**src/rtl/frac_div_meter.sv**
```systemverilog
// Fractional-divider period meter: counts clk_in cycles between rising edges of
// an asynchronous divided clock over WIN periods, reporting total, min and max.
module frac_div_meter #(
  parameter int unsigned WIN   = 10,
  parameter int unsigned PER_W = 8,
  parameter int unsigned TOT_W = 16
) (
  input  logic             clk_in,
  input  logic             rst_n,
  input  logic             start,
  input  logic             sig_in,
  output logic             busy,
  output logic             done_vld,
  output logic [TOT_W-1:0] total,
  output logic [PER_W-1:0] min_per,
  output logic [PER_W-1:0] max_per,
  output logic             timeout
);

  localparam int unsigned IdxW = $clog2(WIN + 1);
  localparam logic [IdxW-1:0]  WinIdx = IdxW'(WIN);
  localparam logic [PER_W-1:0] PerMax = {PER_W{1'b1}};
  localparam logic [PER_W-1:0] PerOne = PER_W'(1);

  typedef enum logic [1:0] {StIdle, StArm, StMeas, StDone} state_e;

  state_e           state_q, state_d;
  logic             sync1_q, sync2_q, hist_q;
  logic             sig_rise;
  logic [PER_W-1:0] cnt_q, cnt_d, cnt_inc;
  logic [IdxW-1:0]  idx_q, idx_d;
  logic [TOT_W-1:0] acc_q, acc_d;
  logic [PER_W-1:0] min_q, min_d, max_q, max_d;
  logic             to_set;

  logic [TOT_W-1:0] total_q;
  logic [PER_W-1:0] min_per_q, max_per_q;
  logic             timeout_q;

  // Two-flop synchroniser plus history flop for rising-edge detection.
  always_ff @(posedge clk_in or negedge rst_n) begin
    if (!rst_n) begin
      sync1_q <= 1'b0;
      sync2_q <= 1'b0;
      hist_q  <= 1'b0;
    end else begin
      sync1_q <= sig_in;
      sync2_q <= sync1_q;
      hist_q  <= sync2_q;
    end
  end

  assign sig_rise = sync2_q & ~hist_q;
  assign cnt_inc  = cnt_q + PerOne;

  // Next-state and datapath updates for the measurement FSM.
  always_comb begin
    state_d = state_q;
    cnt_d   = cnt_q;
    idx_d   = idx_q;
    acc_d   = acc_q;
    min_d   = min_q;
    max_d   = max_q;
    to_set  = 1'b0;
    unique case (state_q)
      StIdle: begin
        // An edge coincident with start is deliberately not taken as the first edge.
        if (start) begin
          state_d = StArm;
          cnt_d   = '0;
          idx_d   = '0;
          acc_d   = '0;
          min_d   = PerMax;
          max_d   = '0;
        end
      end
      StArm: begin
        if (sig_rise) begin
          state_d = StMeas;
          cnt_d   = PerOne;
        end else begin
          cnt_d = cnt_inc;
          if (cnt_inc == PerMax) begin
            state_d = StDone;
            to_set  = 1'b1;
          end
        end
      end
      StMeas: begin
        if (sig_rise) begin
          acc_d = acc_q + TOT_W'(cnt_q);
          if (cnt_q < min_q) min_d = cnt_q;
          if (cnt_q > max_q) max_d = cnt_q;
          cnt_d = PerOne;
          idx_d = idx_q + IdxW'(1);
          if (idx_d == WinIdx) state_d = StDone;
        end else begin
          cnt_d = cnt_inc;
          if (cnt_inc == PerMax) begin
            state_d = StDone;
            to_set  = 1'b1;
          end
        end
      end
      StDone:  state_d = StIdle;
      default: state_d = StIdle;
    endcase
  end

  // State and internal accumulator registers.
  always_ff @(posedge clk_in or negedge rst_n) begin
    if (!rst_n) begin
      state_q <= StIdle;
      cnt_q   <= '0;
      idx_q   <= '0;
      acc_q   <= '0;
      min_q   <= '0;
      max_q   <= '0;
    end else begin
      state_q <= state_d;
      cnt_q   <= cnt_d;
      idx_q   <= idx_d;
      acc_q   <= acc_d;
      min_q   <= min_d;
      max_q   <= max_d;
    end
  end

  // Results load on entry to DONE so they are valid alongside done_vld.
  always_ff @(posedge clk_in or negedge rst_n) begin
    if (!rst_n) begin
      total_q   <= '0;
      min_per_q <= '0;
      max_per_q <= '0;
      timeout_q <= 1'b0;
    end else if (state_d == StDone) begin
      total_q   <= acc_d;
      min_per_q <= min_d;
      max_per_q <= max_d;
      timeout_q <= to_set;
    end
  end

  assign busy     = (state_q == StArm) || (state_q == StMeas);
  assign done_vld = (state_q == StDone);
  assign total    = total_q;
  assign min_per  = min_per_q;
  assign max_per  = max_per_q;
  assign timeout  = timeout_q;

endmodule

```
**config.mk**
```make
export PLATFORM = sky130hd
export DESIGN_NAME = frac_div_meter
export DESIGN_NICKNAME = d
export VERILOG_FILES = /design/src/rtl/frac_div_meter.sv
export SDC_FILE = /design/constraint.sdc
export NUM_CORES = 1
export LEC_CHECK = 0
export ABC_AREA = 0
export BUFFER_PORTS_ARGS = -buffer_cell sky130_fd_sc_hd__buf_2
export CORE_MARGIN = 1.5
export CORE_UTILIZATION = 55
export CTS_CLUSTER_DIAMETER = 40
export DETAILED_ROUTE_END_ITERATION = 8
export PLACE_DENSITY = 0.72
export SYNTH_ARGS = -nofsm -noshare
export SYNTH_HDL_FRONTEND = slang
export SYNTH_SLANG_ARGS = --single-unit
```
**constraint.sdc**
```tcl
create_clock -name clk_in -period 3.5 [get_ports clk_in]
set_clock_uncertainty 0.15 [all_clocks]
set_input_delay 0.35 -clock clk_in [delete_from_list [all_inputs] [get_ports clk_in]]
set_output_delay 0.35 -clock clk_in [all_outputs]
set_load 0.05 [all_outputs]
```
==> metrics.md <==
| Metric | Value |
|---|---|
| Status | finished, final reports clean |
| Initial Util | 0.567 |
| YS warnings | 0 |
| DRC Markers | 0 |
| Slowest CP cell | dfrtp_1 |
| Critical path data arrival time | 3.04 ns |
| Post-synth EDFFs | 0 |
| Setup TNS | 0 ns |
| Ports | 39 |
| Most frequent cells in the layout | 82 x dfrtp_1, 37 x buf_2, 34 x nand2_1 |
| Post-CTS setup buffers | 0 |
| Vias in the first global route | approximately 3400 |
| Cell Area, Placed | 4980 um^2 |
| Global placement routability congestion | slightly above 0.8 |
| Slew at the pin closest to its max-slew limit | slightly above 1 ns |
| Vias | ~3500 |
| Final setup viols | 0 |
| Worst Setup Start Kind | register |
| CTS resizes | 0 |
| RR Endpoint | total[4] |
| Grt met3 use | 0.0491 |
| Crit path from | state_q[1] |
| Critical Path Sink | total[4] |
| Final #Nets | 517 |
| GR met1 Demand/Resource | 0.310 |
| Critical path type | reg -> reg |
| Final Hold Vio Count | 0 |
| Period minus WS final | 2.94 ns |
| Diode count | 0 |
| Post-synthesis cell count | 440 |
| CORE AREA | a little over 8000 um^2 |
| CTS Root Cell | clkbuf_8 |
| Cell taking the most area after synthesis | dfrtp_1 |
| Worst path bufs/invs | 3 |
| First-pass GRT wire length | 16.4 mm |
| Synth Register Bits | 82 |
| Routed Antenna Nets | 0 |
| Slew margin rel. | 0.309 |
| Worst r2r src | state_q[1] |
| Post-Syn Area per Cell | roughly 11 um^2 |
| Synth top area share | 0.443 |
| Required @ worst endpoint | 3.60 ns |
| Maxcap violations | 0 |
| Final WL | 9.62 mm |
| CP max FO | 19 |
| H-Tree Depth | 3 |
| Total power | 3410 uW |
| R2r setup slk | 0.56 ns |
| Top cells by area, synth | dfrtp_1 44%, ha_1 8.4%, mux2_2 6.1% |
| GR Overflow Total | 0 |
| RSZ-0062 raised after global routing | false |
| Pre-antenna DRT Iters | 4 |
| Critical path cell sequence | inv_1, ha_1, buf_4, nor2b_1, a211oi_1, nand4_1, o21ai_4, buf_12, mux2_2 |
| FFs w/ async S/R, synth | 1.00 |
| Total GRT Usage | 0.238 |
| Worst setup margin | 0.560 ns |
| Register area share after synthesis | 0.443 |
| Syn nets | approximately 480 |
| Commonest non-fill, non-tap cell in the layout | dfrtp_1 |
| TritonCTS clock tree | yes |
| Area of the die | 8990 um^2 |
| Yosys cell types | 49 |
| Leakage | 0.00248 uW |
| Largest net degree at the start of global routing | 83 |
| Via density | 5.84 |
| Grt met2 use | 0.393 |
| Crit-path max cell delay | 0.46 ns |
| Synth Cell Area | approximately 4600 um^2 |
| Antenna violations before repair | 0 |
| Design area | around 5200 um^2 |
| Final Max Tran Viols | 0 |
| Post-place setup slack | 0.589 ns |
| WP depth | 9 |
| Layer with the highest usage | met2 |
| Dpl hpwl | 6.77 mm |
| Num CTS Buffers | 9 |
| Area grow syn2layout | 11.8% |
| PD cells | between 600 and 700 nW/um^2 |
| Row count | 33 |
| Number of DRC markers in iteration 0 | 183 |
| Main flop type after synthesis | dfrtp_1 |
| Clock Pin Slew Worst Setup and Hold Paths | 0.08 ns |
| Clock sinks | just over 80 |
| Clock Path Buffers | 2 |
| Critical Path End Type | register |
| Die Y | 94.8 um |
| Reg2reg path depth | 9 |
| Max Freq | 340 MHz |
| Die width | about 95 um |
| Final core occ | 0.634 |
| CP top delay family | buffers and inverters |
| Final Cycle Share | 0.840 |
| Layout cells sized above 1 | 0.210 |
| WL per Instance | 16.3 um |
| Worst skew pair latency | approximately 0.36 ns |
| Port buffer count | 38 |
| Maximum vdd drop | 0.000463 V |
| Hold Path Class | in -> async |
## worst min path at each step
stage                        from          to  slack, ns
after floorplan             rst_n    acc_q[0]       -0.1
after global placement    sync1_q     sync2_q       0.18
after detailed placement  sync1_q     sync2_q       0.19
after CTS                   rst_n    idx_q[3]       0.05
after global routing        rst_n    idx_q[3]       0.10
final                       rst_n  min_per[2]      0.009
## cells in the mapped netlist, types with 2 or more instances
cell and n:
a2111oi_4 2, a211o_1 2, a211oi_1 5, a21o_1 8
a21oi_1 17, a22o_1 12, a22oi_1 3, a31oi_1 2
a32o_1 3, and3_1 3, and4_1 2, buf_1 2
buf_2 4, buf_4 3, clkbuf_1 11, dfrtp_1 82
ha_1 31, inv_1 18, mux2_2 25, mux2_4 8
mux2i_1 14, nand2_1 34, nand2b_1 6, nand3_1 10
nand4_1 13, nor2_1 32, nor2b_1 10, o211ai_1 5
o21a_1 9, o21ai_0 28, o21bai_1 2, o22ai_1 3
o31ai_1 2, o41ai_1 2, xnor2_1 6, xor2_1 8
## flip-flops by register name (all words and copies together), names as in the netlist, 2 cells and up
name and flops:
min_q 8, min_per 8, idx_q 4, cnt_q 8
state_q 2, max_q 8, max_per 8, acc_q 16
total 16
## worst register-to-register path, cell delays in order, from the launching register on
cell	delay, ns
dfrtp_1	0.46
inv_1	0.11
ha_1	0.35
buf_4	0.24
nor2b_1	0.19
a211oi_1	0.33
nand4_1	0.19
o21ai_4	0.22
buf_12	0.23
mux2_2	0.35
## per-layer routing
metal	up-vias	part of all wire
li1	1677	-
met1	1687	0.46
met2	74	0.48
met3	13	0.041
met4	0	0.017
met5	-	0
## per-stage QoR
step,hold slack [ns],cells
after floorplan,-0.0956,440
after global placement,0.185,574
after detailed placement,0.193,574
after CTS,0.0507,591
after global routing,0.101,591
final,0.00935,591
## final cells by class
cell class              count  area, um^2
fillers                   667        2990
clock inverters             4        33.8
inverters                  18        67.6
well taps                 105         131
multi-input cells         320        2430
repair buffers             50         310
flip-flops and latches     82        2050
clock buffers              12         155
## repair_timing
| action | in CTS | in global routing |
|---|---|---|
| endpoints found under the setup margin | 0 | 0 |
| hold buffers | 1 | 0 |
| hold endpoints to repair | 1 | 0 |
## report_power, final
group / internal (uW) / switching [uW]
Sequential: 1100 / 136
Combinational: 516 / 1000
Clock: 302 / 347
Total: 1920 / 1490
## cell families after synthesis
kind of cell,after synthesis,synth area share
multiplexers,47,0.117
AO/OA/AOI/OAI,112,0.172
AND/OR/NAND/NOR,115,0.119
adder cells (fa/ha/maj),32,0.0880
buffers and inverters,38,0.0343
flip-flops,82,0.443
XOR/XNOR,14,0.0265
(Power assumes the default switching activity.)
